[src/rtl/rtc_bus_ctrl.sv]
// -----------------------------------------------------------------------------
// rtc_bus_ctrl
//
// Runs one multiplexed address/data register access on the external RTC chip's
// AD bus for each accepted request. A request is taken only in IDLE. The
// address, write data and direction are latched on the request edge. The cycle
// then steps through a fixed state sequence:
//   A_SETUP -> A_STROBE -> A_HOLD -> D_SETUP -> D_STROBE -> D_HOLD -> RECOVER
// The duration of each state is set by a parameter.
//
// Parameters (cycles, each 1..255):
//   T_SETUP  address/data setup before a strobe falls
//   T_PULSE  strobe low time
//   T_HOLD   address/data hold after a strobe rises
//   T_GAP    cs_n-high recovery between transactions
//
// Ports:
//   clk       system clock, rising edge
//   Reset_n   asynchronous active-low reset
//   wr_req    one-cycle pulse, write data_wr to address
//   rd_req    one-cycle pulse, read address (a simultaneous wr_req wins)
//   address   RTC register address
//   data_wr   write data (BCD)
//   ad_in     AD bus input from pad
//   ad_out    AD bus output to pad
//   ad_oe     AD pad output enable, 1 = drive
//   cs_n      chip select, active low
//   rd_n      read strobe, active low
//   wr_n      write strobe, active low
//   a_d       0 = address phase, 1 = data phase
//   data_rd   last read byte, updated only by a completed read
//   busy      transaction in progress
//   done      one-cycle pulse when a transaction finishes
//   err       one-cycle pulse on a rejected write
//
// Build option:
//   RTC_BCD_CHECK_EN  If defined, a write whose data has a nibble above 9 is
//                     rejected. No bus cycle runs, and err pulses on the
//                     following cycle. If undefined, err is tied low and all
//                     writes run.
// -----------------------------------------------------------------------------
module rtc_bus_ctrl #(
  parameter int T_SETUP = 4,
  parameter int T_PULSE = 10,
  parameter int T_HOLD  = 4,
  parameter int T_GAP   = 8
) (
  input  logic       clk,
  input  logic       Reset_n,
  input  logic       wr_req,
  input  logic       rd_req,
  input  logic [7:0] address,
  input  logic [7:0] data_wr,
  input  logic [7:0] ad_in,
  output logic [7:0] ad_out,
  output logic       ad_oe,
  output logic       cs_n,
  output logic       rd_n,
  output logic       wr_n,
  output logic       a_d,
  output logic [7:0] data_rd,
  output logic       busy,
  output logic       done,
  output logic       err
);

  localparam logic [2:0] S_IDLE     = 3'd0;
  localparam logic [2:0] S_A_SETUP  = 3'd1;
  localparam logic [2:0] S_A_STROBE = 3'd2;
  localparam logic [2:0] S_A_HOLD   = 3'd3;
  localparam logic [2:0] S_D_SETUP  = 3'd4;
  localparam logic [2:0] S_D_STROBE = 3'd5;
  localparam logic [2:0] S_D_HOLD   = 3'd6;
  localparam logic [2:0] S_RECOVER  = 3'd7;

  // Counter reload values. A state lasts N cycles, so the counter loads N-1.
  localparam logic [7:0] LD_SETUP = 8'(T_SETUP - 1);
  localparam logic [7:0] LD_PULSE = 8'(T_PULSE - 1);
  localparam logic [7:0] LD_HOLD  = 8'(T_HOLD - 1);
  localparam logic [7:0] LD_GAP   = 8'(T_GAP - 1);

  logic [2:0] state;
  logic [2:0] state_nx;
  logic [7:0] cnt;
  logic [7:0] cnt_nx;
  logic       cap;

  logic [7:0] addr_q;
  logic [7:0] data_q;
  logic       is_rd_q;
  logic [7:0] addr_nx;
  logic [7:0] data_nx;
  logic       dir_nx;

  logic       cs_d;
  logic       rd_d;
  logic       wr_d;
  logic       ad_d;
  logic       oe_d;
  logic [7:0] out_d;

  function automatic logic [2:0] succ(input logic [2:0] s);
    case (s)
      S_A_SETUP:  succ = S_A_STROBE;
      S_A_STROBE: succ = S_A_HOLD;
      S_A_HOLD:   succ = S_D_SETUP;
      S_D_SETUP:  succ = S_D_STROBE;
      S_D_STROBE: succ = S_D_HOLD;
      S_D_HOLD:   succ = S_RECOVER;
      default:    succ = S_IDLE;
    endcase
  endfunction

  function automatic logic [7:0] load(input logic [2:0] s);
    case (s)
      S_A_SETUP, S_D_SETUP:   load = LD_SETUP;
      S_A_STROBE, S_D_STROBE: load = LD_PULSE;
      S_A_HOLD, S_D_HOLD:     load = LD_HOLD;
      S_RECOVER:              load = LD_GAP;
      default:                load = 8'd0;
    endcase
  endfunction

`ifdef RTC_BCD_CHECK_EN
  logic rej;

  function automatic logic bcd_ok(input logic [7:0] d);
    bcd_ok = (d[7:4] <= 4'd9) && (d[3:0] <= 4'd9);
  endfunction
`endif

  // Next-state and counter. Requests are looked at only in IDLE, so anything
  // that arrives while a cycle is running is dropped.
  always_comb begin
    state_nx = state;
    cnt_nx   = cnt;
    cap      = 1'b0;
`ifdef RTC_BCD_CHECK_EN
    rej      = 1'b0;
`endif
    if (state == S_IDLE) begin
      if (wr_req) begin
`ifdef RTC_BCD_CHECK_EN
        if (bcd_ok(data_wr)) cap = 1'b1;
        else                 rej = 1'b1;
`else
        cap = 1'b1;
`endif
      end else if (rd_req) begin
        cap = 1'b1;
      end
      if (cap) begin
        state_nx = S_A_SETUP;
        cnt_nx   = LD_SETUP;
      end
    end else if (cnt != 8'd0) begin
      cnt_nx = cnt - 8'd1;
    end else begin
      state_nx = succ(state);
      cnt_nx   = load(state_nx);
    end
  end

  // The latched values that take effect with the next state. This lets the
  // pad registers show the new address in the first A_SETUP cycle.
  always_comb begin
    addr_nx = cap ? address  : addr_q;
    data_nx = cap ? data_wr  : data_q;
    dir_nx  = cap ? !wr_req  : is_rd_q;
  end

  // Decode the pad levels for the next state. Registering the result gives
  // glitch-free strobes on the same cycle boundaries as the state itself. The
  // read strobe and the pad driver are never active in the same state.
  always_comb begin
    cs_d  = 1'b1;
    rd_d  = 1'b1;
    wr_d  = 1'b1;
    ad_d  = 1'b1;
    oe_d  = 1'b0;
    out_d = 8'h00;
    case (state_nx)
      S_A_SETUP, S_A_HOLD: begin
        cs_d  = 1'b0;
        ad_d  = 1'b0;
        oe_d  = 1'b1;
        out_d = addr_nx;
      end
      S_A_STROBE: begin
        cs_d  = 1'b0;
        ad_d  = 1'b0;
        oe_d  = 1'b1;
        out_d = addr_nx;
        wr_d  = 1'b0;
      end
      S_D_SETUP, S_D_HOLD: begin
        cs_d = 1'b0;
        if (!dir_nx) begin
          oe_d  = 1'b1;
          out_d = data_nx;
        end
      end
      S_D_STROBE: begin
        cs_d = 1'b0;
        if (dir_nx) begin
          rd_d = 1'b0;
        end else begin
          wr_d  = 1'b0;
          oe_d  = 1'b1;
          out_d = data_nx;
        end
      end
      default: ;
    endcase
  end

  // Request latches. These registers are plain data and are only read while
  // a cycle is running.
  always_ff @(posedge clk) begin
    if (cap) begin
      addr_q  <= address;
      data_q  <= data_wr;
      is_rd_q <= !wr_req;
    end
  end

  // Control state and registered pad outputs
  always_ff @(posedge clk or negedge Reset_n) begin
    if (!Reset_n) begin
      state   <= S_IDLE;
      cnt     <= 8'd0;
      cs_n    <= 1'b1;
      rd_n    <= 1'b1;
      wr_n    <= 1'b1;
      a_d     <= 1'b1;
      ad_oe   <= 1'b0;
      ad_out  <= 8'h00;
      data_rd <= 8'h00;
      busy    <= 1'b0;
      done    <= 1'b0;
    end else begin
      state  <= state_nx;
      cnt    <= cnt_nx;
      cs_n   <= cs_d;
      rd_n   <= rd_d;
      wr_n   <= wr_d;
      a_d    <= ad_d;
      ad_oe  <= oe_d;
      ad_out <= out_d;
      busy   <= (state_nx != S_IDLE);
      done   <= (state != S_IDLE) && (state_nx == S_IDLE);
      // Sample the pad on the last cycle that rd_n is low.
      if ((state == S_D_STROBE) && (cnt == 8'd0) && is_rd_q) begin
        data_rd <= ad_in;
      end
    end
  end

`ifdef RTC_BCD_CHECK_EN
  always_ff @(posedge clk or negedge Reset_n) begin
    if (!Reset_n) err <= 1'b0;
    else          err <= rej;
  end
`else
  assign err = 1'b0;
`endif

endmodule

[config.mk]
export PLATFORM = sky130hd
export DESIGN_NAME = rtc_bus_ctrl
export DESIGN_NICKNAME = d
export VERILOG_FILES = /design/src/rtl/rtc_bus_ctrl.sv
export SDC_FILE = /design/constraint.sdc
export NUM_CORES = 1
export LEC_CHECK = 0
export ABC_AREA = 0
export ABC_CLOCK_PERIOD_IN_PS = 3860
export BUFFER_PORTS_ARGS = -buffer_cell sky130_fd_sc_hd__buf_2
export CAP_MARGIN = 20
export CORE_ASPECT_RATIO = 0.6
export CORE_MARGIN = 4
export CORE_UTILIZATION = 57
export DETAILED_ROUTE_END_ITERATION = 8
export PLACE_DENSITY_LB_ADDON = 0.3
export SLEW_MARGIN = 10
export SYNTH_ARGS = -nofsm -noshare
export SYNTH_HDL_FRONTEND = slang
export SYNTH_SLANG_ARGS = --single-unit
export TNS_END_PERCENT = 1
[constraint.sdc]
create_clock -name clk -period 3.86 [get_ports clk]
set_input_delay 0.386 -clock clk [delete_from_list [all_inputs] [get_ports clk]]
set_output_delay 0.386 -clock clk [all_outputs]
set_load 0.02 [all_outputs]
# == Yosys cells after proc, flatten, opt, wreduce, memory -nomap -nowiden ==
# Cells that the tools add are included.
# word_totals
register_bits,51
latch_bits,0
ramBits,0
rom_bits,0
input_bits,28
out_inout_bits,24
word_cells,76
n_memories,0
# classes
n_addsub,1
n_mul,0
div,0
order_cmp,0
n_eq_ne,20
shifts,0
n_mux,26
bitwise_logic,0
n_reduce_logical,15
# ops
op,count
8-bit 2-to-1 mux,6
3-bit equality test (second input constant),10
3-bit by 2-bit equality test with 1-bit output (second input constant),6
3-bit case mux with 6 select lines,1
8-bit case mux with 2 select lines,1
3-bit 2-to-1 mux,5
4-bit case mux with 3 select lines,1
1-bit 2-to-1 mux,10
3-bit by 1-bit equality test with 1-bit output (second input constant),3
8-bit zero test,1
8-bit nonzero test,1
8-bit by 1-bit subtractor with 8-bit output (second input constant),1
3-bit zero test,2
3-bit nonzero test,2
3-bit OR reduction,2
6-bit OR reduction,1
1-bit case mux with 2 select lines,2
4-bit OR reduction,1
1-bit logical AND,3
2-bit by 1-bit != test with 1-bit output (second input constant),1
2-bit OR reduction,1
1-bit zero test,1

# == Depth between registers and ports, before layout ==
# Gate-level depths: netlist (run 1).
# depth
word_depth,9
mapped_depth,6
mapped_depth_nobuf,6

# == Worst setup path before layout (run 1) ==
# Ideal clock, no wire load.
# synth_path
path_type,flip-flop to flip-flop
start,register cnt[0]
end,register data_rd[0]
setup_time_ps,128
arrival_time_ps,1676
t_required_ps,3732
setup_slack_ps,2056
path_stages_with_launch,7
n_path_buf,0
synth_period_minus_slack_ps,1804
cell_sequence,dfrtp_1 inv_1 ha_1 nor3b_2 and2_4 nand4_4 mux2_1
# synth_between
elab_chain_len,3
# synth_rtl
item,line,rtl
start: declaration,84,logic [7:0] cnt;
start signal: assignment,243,cnt <= cnt_nx;
8-bit zero test,253,if ((state == S_D_STROBE) && (cnt == 8'd0) && is_rd_q) begin
1-bit logical AND (2 in a row),253,
end signal: assignment,254,data_rd <= ad_in;
end: declaration,61,"output logic [7:0] data_rd,"
# No other way between the ends.
# A chain may end at the register's enable or synchronous reset.

# == Worst setup path after layout (run 1) ==
# layout_path
start,register cnt[2]
end,register ad_out[1]
# layout_between
elab_chain_len,6
word_cells_on_any_way,12
classes_between,eq/ne (6); mux (3); reduce/logical (3)
# layout_rtl
item,line,rtl
8-bit nonzero test (*),156,end else if (cnt != 8'd0) begin
3-bit 2-to-1 mux (*),156,
3-bit 2-to-1 mux (*),141,if (state == S_IDLE) begin
3-bit equality test (tied with other cells),182,case (state_nx)
3-bit OR reduction (no source line),n/a,
8-bit case mux with 2 select lines (*),182,
net out_d[1],100,logic [7:0] out_d;
end signal: assignment,249,ad_out <= out_d;
end: declaration,55,"output logic [7:0] ad_out,"
# The timed path passes the listed nets; every way through them passes the cells marked *.

==> run_results.csv, run 1 <==
group,metric,value,unit
worst_setup_path,crit_type,"reg2reg",
cells_and_area,final_nets,275,
die,dieArea,0.004937,sq mm
synthesis,synth-seq-cells,51,
cts,cts_max_path_buffers,2,
cells_and_area,layout_commonest_cell,"buf_2",
timing,slew_viol_final,0,
cts,cts-buffers-inserted,5,
global_routing,antenna_found_initial,0,
detailed_routing,firstDrtPassIters,5,
flow_run,drv_cap,0,
synthesis,syn_area,0.002193,sq mm
die,die_w,88.09,microns
detailed_routing,wirelength,4580,microns
cts,htreeDepth,2,
cells_and_area,antennaDiodeCount,0,
place,place_ws,1531,ps
worst_setup_path,reg2reg_from,"cnt[2]$_DFFE_PN0P_",
die,row_count,17,
worst_setup_path,reg2reg_depth,4,
timing,setup_ws,1420,ps
cells_and_area,drive_above_1_share,30.08,%
place,globalplace.congestion,0.8608,
outcome,status,"complete, no violations",
synthesis,avgSynthCellArea,11.31,sq um
synthesis,seq_area_frac_synth,54.54,%
detailed_routing,vias,1624,
place,hpwl,3305,microns
detailed_routing,avgRoutedWirePerCell,15.63,microns
synthesis,synth_edf_count,0,
die,core_area,0.003680,sq mm
global_routing,overflow,0,
synthesis,synth_fp_nets,224,
detailed_routing,drc,0,
cts,clk_pin_slew,90,ps
worst_setup_path,critical_path_required,4020,ps
global_routing,grt.total_usage,19.73,%
power,leakage,1.163,nW
synthesis,async_flop_share,66.67,%
detailed_routing,viasPerCell,5.543,
cells_and_area,layout_common_cells,"buf_2, dfrtp_1, inv_1",
detailed_routing,drt_iter0_markers,171,
global_routing,grt_max_degree,35,
synthesis,dominantRegCellSynth,"dfrtp_1",
timing,fin_crit,2440,ps
timing,hold_viol_final,0,
cts,clkSinkCount,51,
power,ir_drop,441.4,uV
cts,cts_root_buf,"clkbuf_8",
cts,cts_tree,"yes",
synthesis,syn_inst,194,
worst_setup_path,r2r_slack,1420,ps
global_routing,grt_pass1_vias,1534,
timing,tns,0,ps
global_routing,grt_pass1_wl,7548,microns
timing,rsz0062_at_grt,"no",
die,io_pins,52,
timing,fin_crit_sh,63.21,%
worst_setup_path,end_kind,"flip-flop",
worst_setup_path,crit_path_start,"cnt[2]$_DFFE_PN0P_",
timing,setup_violations,0,
cells_and_area,finish.utilization,69.87,%
synthesis,synth_cell_types,50,
worst_setup_path,cp_max_fo,11,
worst_hold_path,min_path_type,"in2async",
cts,cts.repair.resized,0,
power,power_density,738.3,mW/mm^2
cts,cts_hold_buf,0,
synthesis,ys_warn_count,0,
timing,worstMarginPinSlew,1002,ps
timing,slew_headroom,32.67,%
cts,clkLatencyLatePin,300,ps
timing,skew,5.558,ps
cts,cts_setup_buffers,0,
worst_setup_path,cp.arrival,2600,ps
die,die_y,56.05,microns
timing,fmax,409.9,MHz
place,port-buffer-count,50,
cells_and_area,syn_to_final_growth,17.23,%
detailed_routing,antenna_left,0,
die,start_util,59.61,%
worst_setup_path,r2r_end,"ad_out[1]$_DFF_PN0_",
worst_setup_path,cp-start-kind,"flip-flop",
==> layout make-up <==
type / count / area (sq um)
Sequential cell: 51 / 1196
Fill cell: 277 / 1109
Multi-Input combinational cell: 117 / 883.3
Timing Repair Buffer: 50 / 250.2
Clock buffer: 6 / 93.84
Inverter: 20 / 75.07
Tap cell: 47 / 58.81
Clock inverter: 2 / 13.76
==> power by group <==
group / leakage [nW] / switching, W / internal (W)
Clock: 0.0563 / 0.000172 / 0.000167
Combinational: 0.571 / 0.000391 / 0.000256
Sequential: 0.535 / 0.000158 / 0.000755
==> state kept, by name, summed over array words and instances (netlist names), 3 cells and up <==
| signal | flops |
|---|---|
| state | 3 |
| data_rd | 8 |
| ad_out | 8 |
| addr_q | 8 |
| data_q | 8 |
| cnt | 8 |
==> synthesized netlist by cell type, drive strengths merged (3+ instances only) <==
master,instances,area share [%]
nor2,10,2.5
buf,5,1.6
mux2i,18,8.2
dfxtp,17,16
mux2,8,4.1
a21oi,10,2.3
dfstp,4,4.8
nand2,10,1.7
a31oi,3,0.86
dfrtp,30,34
xnor2,4,1.6
o21ai,6,1.4
nor3,4,1.1
inv,20,3.4
o22ai,8,2.3
nand3,4,0.91
==> metrics by stage <==
stage / std cells / instance area (sq um) / hold slack (ps) / power (W)
floorplan: 194 / 2193 / 90.41 / 0.001359
global placement: 285 / 2464 / 438.3 / 0.001530
detailed placement: 285 / 2464 / 442.2 / 0.001561
CTS: 293 / 2571 / 165.8 / 0.001904
global route: 293 / 2571 / 191.6 / 0.002036
finish: 293 / 2571 / 138.5 / 0.001898
==> worst max path at each step <==
| stage | end | slack [ps] | depth (start not counted) |
|---|---|---|---|
| 6_report | ad_out[1]$_DFF_PN0_ | 1420 | 4 |
| 5_1_grt | ad_out[1]$_DFF_PN0_ | 1340 | 4 |
| 4_1_cts | ad_out[1]$_DFF_PN0_ | 1500 | 4 |
| 3_5_place_dp | ad_out[1]$_DFF_PN0_ | 1530 | 4 |
| 3_3_place_gp | data_rd[0]$_DFFE_PN0P_ | 1690 | 4 |
| 2_1_floorplan | data_rd[0]$_DFFE_PN0P_ | 2060 | 6 |
==> critical path: stages, from the launching register on <==
cell	delay [ps]
dfrtp_1	450
nor4_2	900
a21oi_1	230
o31ai_4	530
o22ai_1	190
==> cells by family (layout without fill, tap and decap cells) <==
logic type,Yosys count,count (layout),share of synthesized area (%)
multiplexers,26,26,12.32
adder cells (fa/ha/maj),2,2,1.141
AND/OR/NAND/NOR,45,45,13.06
flip-flops,51,51,54.54
buffers and inverters,26,78,5.190
other,1,1,0.1710
XOR/XNOR,5,5,1.996
AO/OA/AOI/OAI,38,38,11.58
==> metal layers <==
| layer | vias to the layer above | share of wire [%] | track usage (%) |
|---|---|---|---|
| met2 | 75 | 40 | 26.39 |
| met5 | - | 0 | 0 |
| met1 | 757 | 47 | 30.76 |
| li1 | 782 | - | - |
| met4 | 0 | 1.3 | 4.526 |
| met3 | 10 | 12 | 6.213 |
(Power assumes the default switching activity.)
==> run 2, diff against run 1 <==
Settings changed: ABC_CLOCK_PERIOD_IN_PS 3860 to 2200, CORE_UTILIZATION 57 to 47.
Clock period 3.86 ns to 2.2 ns, I/O delays scaled along.
==> run 2 against run 1 <==
  * The run now ends with negative hold slack left
  * Register-to-register slack worse by 1200 ps
  * Count of clock-buffer cells in the layout is 1 lower
  * Non-clock buffer count increased by 7
  * Die area up 19%
  * Via count is 1.8% lower
  * Sequential share of layout area fell by 1.3 points
  * Clock power rose by 88%
  * Final area is 2.9% higher
  * Utilization fell by 8.4 points
  * Critical endpoint is now cnt[6]$_DFFE_PN0P_
  * Largest cell class unchanged
==> run_results.csv, run 2 (same netlist as run 1, synthesis figures left out) <==
group,metric,value,unit
place,place_ws,290.4,ps
detailed_routing,wirelength,4368,microns
die,die_w,96.19,microns
timing,setup_violations,0,
die,dieArea,0.005859,sq mm
die,start_util,50.99,%
detailed_routing,antenna_left,0,
timing,tns,0,ps
worst_setup_path,cp_max_fo,9,
timing,whs,-26.20,ps
worst_setup_path,crit_type,"reg2reg",
worst_hold_path,min_path_type,"in2async",
global_routing,overflow,0,
cells_and_area,drive_above_1_share,32.02,%
cells_and_area,multi_input_area,883.3,sq um
worst_setup_path,reg2reg_from,"cnt[0]$_DFFE_PN0P_",
cells_and_area,layout_common_cells,"buf_2, dfrtp_1, inv_1",
worst_setup_path,r2r_slack,250,ps
cells_and_area,final_nets,282,
cts,clkLatencyLatePin,300,ps
cts,cts_max_path_buffers,2,
global_routing,grt_pass1_wl,6920,microns
cells_and_area,layout_commonest_cell,"buf_2",
timing,fin_crit,1946,ps
global_routing,grt_max_degree,35,
cells_and_area,fin_area,0.002645,sq mm
cts,cts_tree,"yes",
outcome,violations,"negative hold slack",
place,placed_cells,305,
place,post_dp_cell_area,0.002532,sq mm
worst_setup_path,reg2reg_depth,7,
cts,cts-buffers-inserted,5,
power,ir_drop,642.6,uV
timing,setup_ws,253.6,ps
outcome,status,"complete, but fails checks",
cells_and_area,syn_to_final_growth,20.59,%
detailed_routing,viasPerCell,5.096,
cells_and_area,nFillCells,360,
cts,cts.repair.resized,0,
cts,clkSinkCount,51,
timing,slew_headroom,50.65,%
timing,hold_viol_final,30,
timing,worstMarginPinSlew,740.2,ps
timing,slew_viol_final,0,
detailed_routing,drt_iter0_markers,83,
worst_setup_path,r2r_end,"cnt[6]$_DFFE_PN0P_",
flow_run,drv_cap,0,
worst_setup_path,crit_path_start,"cnt[0]$_DFFE_PN0P_",
cells_and_area,layout.area.seq,0.001196,sq mm
detailed_routing,avgRoutedWirePerCell,13.96,microns
die,io_pins,52,
timing,fin_crit_sh,88.47,%
detailed_routing,vias,1595,
global_routing,grt_pass1_vias,1428,
global_routing,grt.total_usage,15.95,%
die,row_count,18,
cts,htreeDepth,2,
cts,clk_pin_slew,90,ps
cts,cts_root_buf,"clkbuf_8",
detailed_routing,drc,0,
place,port-buffer-count,50,
timing,rsz0062_at_grt,"no",
worst_setup_path,cp-start-kind,"flip-flop",
place,globalplace.congestion,0.7974,
power,power_density,1280,mW/mm^2
place,hpwl,3344,microns
power,leakage,1.201,nW
worst_setup_path,endpoint,"cnt[6]$_DFFE_PN0P_",
die,core_area,0.004302,sq mm
global_routing,antenna_found_initial,0,
detailed_routing,firstDrtPassIters,4,
cells_and_area,fin_cells,313,
worst_setup_path,critical_path_required,2430,ps
cts,cts_setup_buffers,0,
worst_setup_path,cp.arrival,2180,ps
timing,fmax,513.8,MHz
die,die_y,60.92,microns
cells_and_area,antennaDiodeCount,0,
cts,cts_hold_buf,0,
timing,skew,3.819,ps
worst_setup_path,end_kind,"flip-flop",
-- run 2: cell count changes in the layout (fill, tap and decap cells not counted), sizes merged --
cell | before | now
bufinv | 0 | 1
buf | 50 | 57
clkbuf | 6 | 5
-- run 2: worst min-delay path by stage --
| stage | end | cells past startpoint |
|---|---|---|
| 6_report | cnt[7]$_DFFE_PN0P_ | 1 |
| 5_1_grt | state[2]$_DFF_PN0_ | 1 |
| 2_1_floorplan | ad_oe$_DFF_PN0_ | 0 |
| 3_3_place_gp | cnt[1]$_DFFE_PN0P_ | 1 |
| 4_1_cts | state[2]$_DFF_PN0_ | 1 |
| 3_5_place_dp | state[0]$_DFF_PN0_ | 1 |
-- run 2: metal layers --
layer	global-route usage, %	wire length, microns
met1	24.24	2241
met5	0	0
met4	6.680	63
met3	4.461	388
met2	21.00	1676
-- run 2: area by class of cell --
class                           count  share of cell area [%]
Clock buffer                        5                   2.602
Clock inverter                      3                   1.656
Inverter                           20                   2.838
Multi-Input combinational cell    117                   33.40
Sequential cell                    51                   45.22
Tap cell                           60                   2.838
Timing Repair Buffer               57                   11.45
-- run 2: worst max-delay path, cell delays in order, from the launching register on --
cell	delay (ps)
dfrtp_1	430
inv_1	80
ha_1	190
nor3b_2	150
buf_4	160
a21oi_1	530
a31oi_1	180
a31oi_1	150
-- run 2: stage by stage --
stage / util, % / power (W)
floorplan: - / 0.002384
global placement: 58.87 / 0.002736
detailed placement: 58.87 / 0.002765
CTS: 61.49 / 0.003403
global route: 61.49 / 0.003637
finish: 61.49 / 0.003386
-- run 2: power breakdown --
group	leakage, nW	switching, W	total, W	internal [W]
registers	0.535	0.000225	0.00155	0.00133
logic	0.608	0.000710	0.00120	0.000488
clock network	0.0581	0.000298	0.000636	0.000338
total	1.20	0.00123	0.00339	0.00215
==> run 3, diff against run 2 <==
Settings changed: CAP_MARGIN 20 to unset, CORE_ASPECT_RATIO 0.6 to unset.
==> run 3 against run 2 <==
  * The run now ends clean
  * Global-route usage decreased by 1.3 points
  * Final area is 0.24% lower
  * Sequential power barely moved
  * Sequential cell count is the same
  * Maximum frequency is 3.1% lower
  * First-iteration DRC count increased by 14%
  * Clock power down 13%
==> run_results.csv, run 3 (same netlist as run 1, synthesis figures left out) <==
group,metric,value,unit
worst_setup_path,crit_type,"reg2reg",
die,die_w,76.32,microns
power,ir_drop,663.4,uV
place,globalplace.congestion,0.8548,
cells_and_area,layout_commonest_cell,"buf_2",
cells_and_area,final_nets,284,
detailed_routing,drc,0,
worst_setup_path,cp_slowest_cell,"dfrtp_1",
cells_and_area,layout_common_cells,"buf_2, dfrtp_1, inv_1",
timing,fin_crit,2008,ps
timing,slew_headroom,52.27,%
timing,slew_viol_final,0,
cts,cts_tree,"yes",
global_routing,antenna_found_initial,0,
global_routing,grt_pass1_wl,6969,microns
die,dieArea,0.005824,sq mm
cts,cts_root_buf,"clkbuf_8",
die,start_util,49.35,%
place,port-buffer-count,50,
timing,skew,7.300,ps
cts,cts-buffers-inserted,5,
cts,clkLatencyLatePin,300,ps
detailed_routing,drt_iter0_markers,95,
flow_run,drv_cap,0,
global_routing,grt_max_degree,35,
timing,hold_viol_final,0,
cts,htreeDepth,2,
worst_setup_path,reg2reg_depth,6,
global_routing,overflow,0,
worst_setup_path,r2r_end,"data_rd[1]$_DFFE_PN0P_",
die,io_pins,52,
global_routing,grt_use_met3,4.492,%
worst_setup_path,end_kind,"flip-flop",
cells_and_area,nFillCells,383,
detailed_routing,firstDrtPassIters,4,
worst_setup_path,critical_path_required,2380,ps
die,row_count,24,
timing,tns,0,ps
place,hpwl,3131,microns
worst_setup_path,cp_slowest_stage_delay,430,ps
worst_hold_path,hold_start,"ad_in[0]",
worst_setup_path,reg2reg_from,"cnt[0]$_DFFE_PN0P_",
die,core_area,0.004444,sq mm
outcome,status,"complete, no violations",
power,switchingPower,0.001217,W
detailed_routing,viasPerCell,5.365,
detailed_routing,antenna_left,0,
cells_and_area,antennaDiodeCount,0,
power,seqPwrFrac,46.5,%
detailed_routing,wirelength,4124,microns
cts,clk_pin_slew,90,ps
power,clkPwrFrac,16.8,%
global_routing,grt_use_met2,24.25,%
timing,rsz0062_at_grt,"no",
global_routing,use_met1,17.77,%
cells_and_area,drive_above_1_share,32.16,%
cts,cts.repair.resized,0,
worst_setup_path,cp-start-kind,"flip-flop",
power,power,0.003304,W
cts,cts_hold_buf,1,
global_routing,grt.total_usage,14.61,%
worst_hold_path,hold_depth,2,
detailed_routing,vias,1647,
cts,cts_setup_buffers,0,
power,pwr-share-comb,36.6,%
detailed_routing,avgRoutedWirePerCell,13.43,microns
power,leakage,1.198,nW
power,power_density,1252,mW/mm^2
worst_setup_path,r2r_slack,190,ps
timing,whs,127.9,ps
timing,fin_crit_sh,91.27,%
cts,clkSinkCount,51,
worst_setup_path,crit_path_start,"cnt[0]$_DFFE_PN0P_",
cells_and_area,finish.utilization,59.38,%
cts,cts_max_path_buffers,2,
power,switching_share,36.84,%
timing,setup_violations,0,
global_routing,top_usage_layer,"met2",
global_routing,grt_pass1_vias,1601,
worst_setup_path,cp_max_fo,9,
worst_setup_path,cp.arrival,2190,ps
worst_setup_path,path_cells,"inv_1, ha_1, nor3b_2, and2_4, nand4_4, mux2_1",
timing,fmax,498.0,MHz
worst_setup_path,endpoint,"data_rd[1]$_DFFE_PN0P_",
cells_and_area,syn_to_final_growth,20.31,%
timing,worstMarginPinSlew,715.9,ps
power,internal-power,0.002087,W
worst_hold_path,min_path_type,"in2reg",
die,die_y,76.32,microns
## run 3: changes by cell type in the layout (fill, tap and decap cells not counted), sizes merged
cell	delta
buf	+1
clkinv	-1
bufinv	-1
dlygate4sd3	+1
clkinvlp	+1
clkbuf	+1
## run 3: routing by layer
metal	part of all wire [%]	wire length, microns	vias up
met5	0	0	-
met4	1.8	74	0
met3	8.8	364	10
met2	45	1837	70
met1	45	1848	773
li1	-	-	794
## run 3: power by group through the flow
stage               combinational [W]  clock (W)  sequential (W)
finish                        0.00121   0.000556         0.00154
CTS                           0.00123   0.000574         0.00154
detailed placement            0.00123          0         0.00155
floorplan                    0.000721          0         0.00166
global route                  0.00135   0.000614         0.00158
global placement              0.00119          0         0.00156
## run 3: final cells by class
class | instances | area [sq um] | area share (%)
Sequential cell | 51 | 1196 | 45.33
Clock inverter | 2 | 16.27 | 0.6164
Multi-Input combinational cell | 117 | 883.3 | 33.48
Clock buffer | 6 | 82.58 | 3.129
Tap cell | 52 | 65.06 | 2.466
Inverter | 20 | 75.07 | 2.845
Timing Repair Buffer | 59 | 320.3 | 12.14
## run 3: worst min path at each step
stage	to	slack, ps
after floorplan	ad_oe$_DFF_PN0_	-80
after global placement	cnt[4]$_DFFE_PN0P_	320
after detailed placement	cnt[3]$_DFFE_PN0P_	330
after CTS	data_rd[0]$_DFFE_PN0P_	120
after global routing	data_rd[4]$_DFFE_PN0P_	120
final	data_rd[0]$_DFFE_PN0P_	130
## run 3: worst max-delay path, delay by kind of cell (launching register included)
| kind | cells | cell delay, ps |
|---|---|---|
| AND/OR/NAND/NOR | 3 | 860 |
| flip-flops | 1 | 430 |
| multiplexers | 1 | 360 |
| adder cells (fa/ha/maj) | 1 | 140 |
| buffers and inverters | 1 | 100 |
## run 3: per-stage QoR
step / instance area (sq um) / setup WS (ps) / cells
finish: 2639 / 192.0 / 307
global route: 2639 / 36.62 / 307
CTS: 2639 / 166.9 / 307
detailed placement: 2530 / 179.1 / 298
global placement: 2530 / 248.0 / 298
floorplan: 2193 / 396.3 / 194
